<file path="src/rtl/magic_side_scan_ctrl.sv">
// Cube-face capture sequencer: steps sticker positions per face, fetches each
// colour from the classifier and hands it to the side data-set block.
module magic_side_scan_ctrl #(
  parameter int unsigned NUM_FACES    = 6,
  parameter int unsigned POS_PER_FACE = 9,
  parameter int unsigned TIMEOUT_CYC  = 255
) (
  input  logic       clk,
  input  logic       rst,
  input  logic       start,
  input  logic       abort,
  output logic       colour_req,
  output logic [3:0] sample_pos,
  output logic [2:0] sample_face,
  input  logic       colour_valid,
  input  logic [2:0] colour_in,
  output logic       set_enable,
  output logic [8:0] position_coding,
  output logic [2:0] color_coding,
  input  logic       set_done,
  output logic       face_done,
  output logic       all_done,
  output logic       busy,
  output logic       error
);

  localparam int unsigned TW = $clog2(TIMEOUT_CYC + 1);

  localparam logic [2:0] S_IDLE     = 3'd0;
  localparam logic [2:0] S_REQ      = 3'd1;
  localparam logic [2:0] S_SET      = 3'd2;
  localparam logic [2:0] S_WAIT_SET = 3'd3;
  localparam logic [2:0] S_ADV      = 3'd4;
  localparam logic [2:0] S_FACE_END = 3'd5;
  localparam logic [2:0] S_FINISH   = 3'd6;

  logic [2:0]    state_q, state_d;
  logic [3:0]    pos_q, pos_d;
  logic [2:0]    face_q, face_d;
  logic [TW-1:0] timer_q, timer_d;
  logic [8:0]    pcode_q, pcode_d;
  logic [2:0]    ccode_q, ccode_d;
  logic          error_q, error_d;
  logic          timer_expired;

  // Timer reaches its limit on the TIMEOUT_CYC-th cycle spent in a wait state.
  assign timer_expired = (timer_q == TW'(TIMEOUT_CYC - 1));

  // Next-state, counters, timer and latched codes.
  always_comb begin
    state_d = state_q;
    pos_d   = pos_q;
    face_d  = face_q;
    timer_d = '0;
    pcode_d = pcode_q;
    ccode_d = ccode_q;
    error_d = error_q;
    case (state_q)
      S_IDLE: begin
        if (start) begin
          state_d = S_REQ;
          error_d = 1'b0;
          pos_d   = 4'd1;
          face_d  = '0;
        end
      end
      S_REQ: begin
        // A result arriving on the expiry cycle still counts.
        if (colour_valid) begin
          ccode_d = colour_in;
          pcode_d = {5'd0, pos_q};
          state_d = S_SET;
        end else if (timer_expired) begin
          error_d = 1'b1;
          state_d = S_IDLE;
        end else begin
          timer_d = timer_q + TW'(1);
        end
      end
      S_SET: state_d = S_WAIT_SET;
      S_WAIT_SET: begin
        if (set_done) begin
          state_d = S_ADV;
        end else if (timer_expired) begin
          error_d = 1'b1;
          state_d = S_IDLE;
        end else begin
          timer_d = timer_q + TW'(1);
        end
      end
      S_ADV: begin
        if (pos_q < 4'(POS_PER_FACE)) begin
          pos_d   = pos_q + 4'd1;
          state_d = S_REQ;
        end else begin
          state_d = S_FACE_END;
        end
      end
      S_FACE_END: begin
        if (face_q < 3'(NUM_FACES - 1)) begin
          face_d  = face_q + 3'd1;
          pos_d   = 4'd1;
          state_d = S_REQ;
        end else begin
          state_d = S_FINISH;
        end
      end
      S_FINISH: state_d = S_IDLE;
      default:  state_d = S_IDLE;
    endcase

    // Abort overrides every transition above but leaves the error flag alone.
    if (abort) begin
      state_d = S_IDLE;
      error_d = error_q;
      timer_d = '0;
    end

    if (state_d == S_IDLE) begin
      pcode_d = '0;
    end
  end

  // State and datapath registers with synchronous reset.
  always_ff @(posedge clk) begin
    if (rst) begin
      state_q <= S_IDLE;
      pos_q   <= 4'd1;
      face_q  <= '0;
      timer_q <= '0;
      pcode_q <= '0;
      ccode_q <= '0;
      error_q <= 1'b0;
    end else begin
      state_q <= state_d;
      pos_q   <= pos_d;
      face_q  <= face_d;
      timer_q <= timer_d;
      pcode_q <= pcode_d;
      ccode_q <= ccode_d;
      error_q <= error_d;
    end
  end

  // Strobes decode directly from the state register.
  always_comb begin
    colour_req      = (state_q == S_REQ);
    set_enable      = (state_q == S_SET);
    face_done       = (state_q == S_FACE_END);
    all_done        = (state_q == S_FINISH);
    busy            = (state_q != S_IDLE);
    sample_pos      = pos_q;
    sample_face     = face_q;
    position_coding = pcode_q;
    color_coding    = ccode_q;
    error           = error_q;
  end

endmodule

</file>
<file path="config.mk">
export PLATFORM = sky130hd
export DESIGN_NAME = magic_side_scan_ctrl
export DESIGN_NICKNAME = d
export VERILOG_FILES = /design/src/rtl/magic_side_scan_ctrl.sv
export SDC_FILE = /design/constraint.sdc
export NUM_CORES = 1
export LEC_CHECK = 0
export BUFFER_PORTS_ARGS = -buffer_cell sky130_fd_sc_hd__buf_2
export CORE_MARGIN = 5
export CORE_UTILIZATION = 54
export CTS_BUF_LIST = sky130_fd_sc_hd__clkbuf_4 sky130_fd_sc_hd__clkbuf_8
export DETAILED_ROUTE_END_ITERATION = 8
export GPL_ROUTABILITY_DRIVEN = 0
export PLACE_DENSITY = 0.85
export SKIP_CTS_REPAIR_TIMING = 1
export SLEW_MARGIN = 25
export SYNTH_ARGS = -nofsm -noshare
export SYNTH_HDL_FRONTEND = slang
export SYNTH_SLANG_ARGS = --single-unit
export TNS_END_PERCENT = 5
</file>
<file path="constraint.sdc">
create_clock -name clk -period 2.02 [get_ports clk]
set_input_delay 0.404 -clock clk [delete_from_list [all_inputs] [get_ports clk]]
set_output_delay 0.404 -clock clk [all_outputs]
set_load 0.01 [all_outputs]
</file>
==> reports/qor.log, run 1 <==
INFO  drt            route.final.wire_length=3.20mm
INFO  cts            clkLatencyLatePin=0.33ns
INFO  logic_synthesis post_synth_instance_area=1370um^2
INFO  finish         mostFrequentLayoutCells=sky130_fd_sc_hd__buf_2, sky130_fd_sc_hd__dfxtp_1, sky130_fd_sc_hd__nor2_1
INFO  floorplanning  num_rows=18
INFO  worst_setup_path timing.rr.end=position_coding[1]
INFO  power          p_leak=0.694nW
INFO  sta            finalSetupViolCount=0
INFO  job            timing.max_cap.violations=0
INFO  worst_setup_path timing.critical_path.arrival=1.50ns
INFO  logic_synthesis synthDistinctLibCells=41
INFO  min_path       hold_start=colour_in[2]
INFO  min_path       class_of_the_tightest_hold_or_removal_check=input port to flop
INFO  placement      io_buffers=28
INFO  cts            cts_tree=yes
INFO  min_path       worstHoldPathCells=3
INFO  floorplanning  design.core.area=2450um^2
INFO  finish         antenna_cells_inserted=0
INFO  drt            route.vias.total=1184
INFO  worst_setup_path worstSetupEndpointType=primary output
INFO  global_routing grt_pass1_wl=5.31mm
INFO  sta            layout_min_cycle_time=1.90ns
INFO  finish         final_common_cell=sky130_fd_sc_hd__buf_2
INFO  floorplanning  start_util=55.8%
INFO  min_path       worst_hold_path.endpoint=color_coding[2]
INFO  drt            drt_iter0_drc=64
INFO  worst_setup_path timing.critical_path.required=1.62ns
INFO  sta            rsz0062_at_grt=no
INFO  sta            total_negative_setup_slack=0ns
INFO  global_routing number_of_global_route_vias_before_repair=1215
INFO  cts            clock-sinks=26
INFO  global_routing antenna_found_initial=0
INFO  drt            number_of_antenna_violating_nets_in_the_routed_design=0
INFO  global_routing overflow=0
INFO  floorplanning  height_of_the_chip=60.3um
INFO  finish         flow.area_growth_from_synthesis=14.4%
INFO  cts            clockBufferDepth=2
INFO  sta            fin_worst_skew=0.00535ns
INFO  drt            post_drt_wl_per_cell=15.2um
INFO  drt            routed_via_density=5.61
INFO  worst_setup_path timing.rr.start=timer_q[1]
INFO  worst_setup_path critical_path.max_fanout=15
INFO  global_routing grt_max_degree=16
INFO  power          powerDensity=617nW/um^2
INFO  cts            htree_levels=1
INFO  global_routing grtUsageMet2=31.9%
INFO  logic_synthesis syn_avg_cell_area=9.01um^2
INFO  global_routing globalRouteTotalUtil=19.1%
INFO  run_status     run_status=finished clean
INFO  sta            timing.final.max_slew_violations=0
INFO  worst_setup_path reg2regPathDepth=6
INFO  power          vdd_ir_drop_max=0.504mV
INFO  sta            timing.final.hold_violations=0
INFO  logic_synthesis dominantRegCellSynth=sky130_fd_sc_hd__dfxtp_1
INFO  finish         fill_cells=222
INFO  cts            cts_inserted_buffers=3
INFO  worst_setup_path critPathKind=flop to primary output
INFO  floorplanning  die-area=3640um^2
INFO  logic_synthesis postSynthRegisterBits=26
INFO  cts            clock-root-buffer=sky130_fd_sc_hd__clkbuf_4
INFO  global_routing gr-max-usage-layer=met2
INFO  logic_synthesis post_synth_edffs=0
INFO  finish         finalNetCount=196
INFO  sta            final_min_period_over_clock_period=94.1%
INFO  logic_synthesis portion_of_the_post_synthesis_area_used_by_sequential_elements=38.0%
INFO  placement      place_ws=0.205ns
INFO  sta            clock.fmax=0.526GHz
INFO  drt            firstDrtPassIters=7
INFO  floorplanning  die_x=60.3um
INFO  worst_setup_path crit_path_launch_type=flop
INFO  cts            path_clk_slew=0.15ns
INFO  placement      placed_cell_area=1510um^2
INFO  finish         finalInstanceArea=1570um^2
INFO  global_routing routing_usage_on_met3=3.62%
INFO  finish         drive_above_1_share=23.8%
INFO  finish         finish.cell_count_without_fillers=211
INFO  logic_synthesis syn_inst=152
INFO  drt            route.detailed.drc=0
INFO  logic_synthesis yosysWarningCount=0
INFO  worst_setup_path r2r_setup_slack=0.20ns
INFO  sta            final.hold.worst_slack=0.313ns
INFO  logic_synthesis async_flop_share=0%
INFO  placement      dp_hpwl=2.42mm
INFO  floorplanning  design.portCount=34
INFO  global_routing use_met1=23.9%
INFO  sta            final_critical_path_setup_slack=0.120ns
INFO  placement      dp.cells=207
[logic make-up (layout without fill, tap and decap cells)]
family                   Yosys count  in the layout  share of synthesized area (%)
XOR/XNOR                           7              7                           4.48
other                              1              5                          0.274
AO/OA/AOI/OAI                     26             26                           15.3
buffers and inverters             17             42                           7.31
adder cells (fa/ha/maj)            5              5                           4.57
flip-flops                        26             26                           38.0
AND/OR/NAND/NOR                   62             62                           24.1
multiplexers                       8              8                           5.94
[where the power goes]
| group | switching [mW] | total, mW | internal, mW |
|---|---|---|---|
| Combinational | 0.0440 | 0.0756 | 0.0316 |
| Clock | 0.167 | 0.368 | 0.201 |
| Sequential | 0.00546 | 0.522 | 0.516 |
[registers in the layout, indices dropped and copies added (netlist names)]
name / count
timer_q: 8
position_coding: 4
sample_pos: 4
color_coding: 3
sample_face: 3
state_q: 3
error: 1
[how the worst max path moves through the flow]
stage | startpoint | endpoint | depth (start not counted)
after CTS | state_q[0] | face_done | 4
after detailed placement | state_q[0] | position_coding[1] | 5
after global placement | state_q[0] | position_coding[1] | 5
after floorplan | timer_q[0] | position_coding[0] | 7
after global routing | state_q[0] | face_done | 4
final | state_q[0] | face_done | 4
[metal layers]
layer / up-vias / share of wire (%)
met5: - / 0
met4: 0 / 1.9
met3: 9 / 7.9
met2: 53 / 46
met1: 541 / 44
li1: 581 / -
[worst max-delay path, stage by stage (launching register included)]
cell and delay [ns]:
sky130_fd_sc_hd__dfxtp_2 0.51, sky130_fd_sc_hd__inv_1 0.15, sky130_fd_sc_hd__or2_1 0.29, sky130_fd_sc_hd__inv_1 0.09
sky130_fd_sc_hd__buf_2 0.13
[per-stage QoR]
stage	util (%)	power [mW]
after floorplan	-	0.591
after global placement	61.5	0.604
after detailed placement	61.5	0.607
after CTS	63.7	0.963
after global routing	63.8	0.993
final	63.8	0.965
[synth_stat cells (2+ instances only)]
cell type,instances,share of area (%)
sky130_fd_sc_hd__xor2_1,4,2.6
sky130_fd_sc_hd__xnor2_1,3,1.9
sky130_fd_sc_hd__a31o_2,2,1.3
sky130_fd_sc_hd__buf_4,5,2.7
sky130_fd_sc_hd__mux2i_1,7,5.1
sky130_fd_sc_hd__buf_2,2,0.73
sky130_fd_sc_hd__and3_1,5,2.3
sky130_fd_sc_hd__nand2_1,7,1.9
sky130_fd_sc_hd__nor2b_1,4,1.8
sky130_fd_sc_hd__nand2b_1,5,2.3
sky130_fd_sc_hd__a31oi_1,3,1.4
sky130_fd_sc_hd__buf_6,2,1.6
sky130_fd_sc_hd__ha_1,5,4.6
sky130_fd_sc_hd__dfxtp_1,26,38
sky130_fd_sc_hd__a211o_1,2,1.3
sky130_fd_sc_hd__nor3_1,7,2.6
sky130_fd_sc_hd__a211oi_1,3,1.6
sky130_fd_sc_hd__inv_1,7,1.9
sky130_fd_sc_hd__o21ai_0,2,0.73
sky130_fd_sc_hd__nand3_1,6,2.2
sky130_fd_sc_hd__nor2_1,21,5.8
sky130_fd_sc_hd__and4_1,2,1.3
sky130_fd_sc_hd__a21oi_1,4,1.5
[cell type report]
class | count | area, um^2 | share of cell area [%]
clock inverter | 1 | 30.0 | 1.92
timing repair buffer | 31 | 163 | 10.4
sequential | 26 | 523 | 33.4
clock buffer | 3 | 22.5 | 1.44
inverter | 7 | 26.3 | 1.68
tap | 30 | 37.5 | 2.40
multi-input combinational | 113 | 763 | 48.8
Note: power is estimated with default switching activity, not from simulation.
==> inputs of run 2 (changes only) <==
Settings changed: CTS_BUF_LIST sky130_fd_sc_hd__clkbuf_4 sky130_fd_sc_hd__clkbuf_8 to sky130_fd_sc_hd__clkbuf_8, SLEW_MARGIN 25 to unset.
==> run 2 against run 1 <==
  * Critical path depth did not move
  * Flip-flop and latch count unchanged
  * Count of clock-buffer cells in the layout is the same
  * Final cell count stayed put
  * Global-route usage fell by 0.13 points
  * Core utilization up 0.76 points
  * Combinational power barely moved
  * Die area stayed put
  * Worst setup slack better by 0.046 ns
  * Clock power is 19% higher
  * Critical path type unchanged
  * Largest cell class unchanged
==> reports/qor.log, run 2 (synthesized netlist as in run 1, its figures left out) <==
INFO  floorplanning  height_of_the_chip=60.3um [unchanged]
INFO  min_path       worstHoldPathCells=3 [unchanged]
INFO  drt            route.detailed.drc=0 [unchanged]
INFO  worst_setup_path critPathMaxStageDelay=0.50ns [about the same]
INFO  floorplanning  design.portCount=34 [unchanged]
INFO  finish         largest_register=timer_q
INFO  job            timing.max_cap.violations=0 [unchanged]
INFO  power          clkPwrFrac=42.3% [+4.2 points]
INFO  drt            route.final.wire_length=3.21mm [+0.47%]
INFO  finish         antenna_cells_inserted=0 [unchanged]
INFO  finish         drive_above_1_share=23.8% [unchanged]
INFO  floorplanning  start_util=55.8% [unchanged]
INFO  finish         mostFrequentLayoutCells=sky130_fd_sc_hd__buf_2, sky130_fd_sc_hd__dfxtp_1, sky130_fd_sc_hd__nor2_1
INFO  drt            route.vias.total=1185 [+0.084%]
INFO  drt            firstDrtPassIters=4 [-3]
INFO  min_path       class_of_the_tightest_hold_or_removal_check=input port to flop
INFO  power          cell_internal_pwr=0.812mW [+8.5%]
INFO  drt            drt_iter0_drc=71 [+11%]
INFO  worst_setup_path critical_path.max_fanout=15 [unchanged]
INFO  worst_setup_path critPathKind=flop to primary output
INFO  power          vdd_ir_drop_max=0.485mV [-3.8%]
INFO  worst_setup_path timing.critical_path.required=1.62ns [about the same]
INFO  cts            clock-sinks=26 [unchanged]
INFO  finish         flow.area_growth_from_synthesis=15.7%
INFO  sta            timing.final.hold_violations=0 [unchanged]
INFO  worst_setup_path worstSetupEndpointType=primary output
INFO  worst_setup_path critical_path.most_common_cell=sky130_fd_sc_hd__inv_1
INFO  global_routing number_of_global_route_vias_before_repair=1225 [+0.82%]
INFO  placement      dp_hpwl=2.42mm [unchanged]
INFO  run_status     run_status=finished clean
INFO  min_path       worst_hold_path.endpoint=color_coding[2]
INFO  cts            path_clk_slew=0.09ns [-0.06 ns]
INFO  global_routing antenna_found_initial=0 [unchanged]
INFO  cts            clkLatencyLatePin=0.27ns [-0.06 ns]
INFO  worst_setup_path r2r_setup_slack=0.23ns [+0.03 ns]
INFO  finish         finalInstanceArea=1580um^2 [+1.2%]
INFO  min_path       hold_start=colour_in[2]
INFO  sta            layout_min_cycle_time=1.85ns [-0.0457 ns]
INFO  power          comb_power_share=7.3% [-0.5 points]
INFO  sta            fin_worst_skew=0.00206ns [-0.00329 ns]
INFO  drt            number_of_antenna_violating_nets_in_the_routed_design=0 [unchanged]
INFO  worst_setup_path cpMaxStageDelayCell=sky130_fd_sc_hd__dfxtp_2
INFO  placement      placed_cell_area=1510um^2 [unchanged]
INFO  power          switching_share=21.4% [-0.97 points]
INFO  finish         final_common_cell=sky130_fd_sc_hd__buf_2
INFO  sta            clock.fmax=0.539GHz [+2.5%]
INFO  power          p_leak=0.702nW [+1.1%]
INFO  power          sequentialPowerShare=50.4% [-3.7 points]
INFO  global_routing overflow=0 [unchanged]
INFO  finish         finalNetCount=196 [unchanged]
INFO  sta            timing.final.max_slew_violations=0 [unchanged]
INFO  floorplanning  design.core.area=2450um^2 [unchanged]
INFO  cts            cts_inserted_buffers=3 [unchanged]
INFO  placement      io_buffers=28 [unchanged]
INFO  worst_setup_path crit_chain=inv_1 -> or2_1 -> inv_1 -> buf_2
INFO  cts            htree_levels=1 [unchanged]
INFO  drt            routed_via_density=5.62 [about the same]
INFO  sta            total_negative_setup_slack=0ns [unchanged]
INFO  cts            clockBufferDepth=2 [unchanged]
INFO  floorplanning  die_x=60.3um [unchanged]
INFO  global_routing grt_max_degree=16 [unchanged]
INFO  finish         largest_reg_flops=8 [unchanged]
INFO  drt            post_drt_wl_per_cell=15.2um [+0.47%]
INFO  cts            cts_tree=yes
INFO  worst_setup_path timing.critical_path.arrival=1.45ns [-0.05 ns]
INFO  sta            final_min_period_over_clock_period=91.8% [-2.3 points]
INFO  sta            finalSetupViolCount=0 [unchanged]
INFO  global_routing globalRouteTotalUtil=18.9% [-0.13 points]
INFO  power          powerDensity=653nW/um^2 [+5.9%]
INFO  power          switching_power=0.222mW [+2.5%]
INFO  global_routing grt_pass1_wl=5.26mm [-0.92%]
INFO  worst_setup_path timing.rr.start=timer_q[0]
INFO  worst_setup_path crit_path_launch_type=flop
INFO  sta            rsz0062_at_grt=no
INFO  cts            clock-root-buffer=sky130_fd_sc_hd__clkbuf_8
INFO  worst_setup_path reg2regPathDepth=7 [+1]
INFO  worst_setup_path timing.rr.end=position_coding[1]
INFO  finish         fill_cells=215 [-3.2%]
INFO  floorplanning  die-area=3640um^2 [unchanged]
INFO  floorplanning  num_rows=18 [unchanged]
[run 2: cell counts in the layout (fill, tap and decap cells not counted)]
No cell type changed its count.
[run 2: final cells by class]
cell class / count / area (um^2) / area share, %
clock buffer: 3 / 41.3 / 2.61
tap: 30 / 37.5 / 2.37
multi-input combinational: 113 / 763 / 48.2
inverter: 7 / 26.3 / 1.66
clock inverter: 1 / 30.0 / 1.90
sequential: 26 / 523 / 33.0
timing repair buffer: 31 / 163 / 10.3
[run 2: worst max path at each step]
| stage | from | end | depth (start not counted) |
|---|---|---|---|
| global route | state_q[0] | face_done | 4 |
| global placement | state_q[0] | position_coding[1] | 5 |
| detailed placement | state_q[0] | position_coding[1] | 5 |
| finish | state_q[0] | face_done | 4 |
| floorplan | timer_q[0] | position_coding[0] | 7 |
| CTS | state_q[0] | face_done | 4 |
[run 2: power groups by stage]
stage	Clock, mW	Combinational (mW)	Sequential, mW
2_1_floorplan	0	0.0612	0.530
3_3_place_gp	0	0.0720	0.532
3_5_place_dp	0	0.0743	0.532
4_1_cts	0.436	0.0749	0.520
5_1_grt	0.461	0.0819	0.522
6_report	0.437	0.0759	0.521
[run 2: metrics by stage]
stage | std cells | hold slack (ns) | setup WS [ns] | total power, mW | utilization, %
after floorplan | 156 | 0.437 | 0.401 | 0.591 | -
after global placement | 207 | 0.452 | 0.292 | 0.604 | 61.5
after detailed placement | 207 | 0.472 | 0.205 | 0.607 | 61.5
after CTS | 211 | 0.389 | 0.0109 | 1.03 | 64.4
after global routing | 211 | 0.373 | 0.0685 | 1.06 | 64.5
final | 211 | 0.380 | 0.166 | 1.03 | 64.5
[run 2: per-layer routing]
| metal | GRT usage (%) | part of all wire (%) | vias up |
|---|---|---|---|
| met5 | 0 | 0 | - |
| met4 | 8.54 | 2.2 | 0 |
| met3 | 3.40 | 7.2 | 9 |
| met2 | 31.2 | 47 | 50 |
| met1 | 24.1 | 43 | 541 |
| li1 | - | - | 585 |
[run 2: critical path: cells and delay by family, from the launching register on]
family | cells | cell delay, ns
AND/OR/NAND/NOR | 1 | 0.29
buffers and inverters | 3 | 0.39
flip-flops | 1 | 0.50
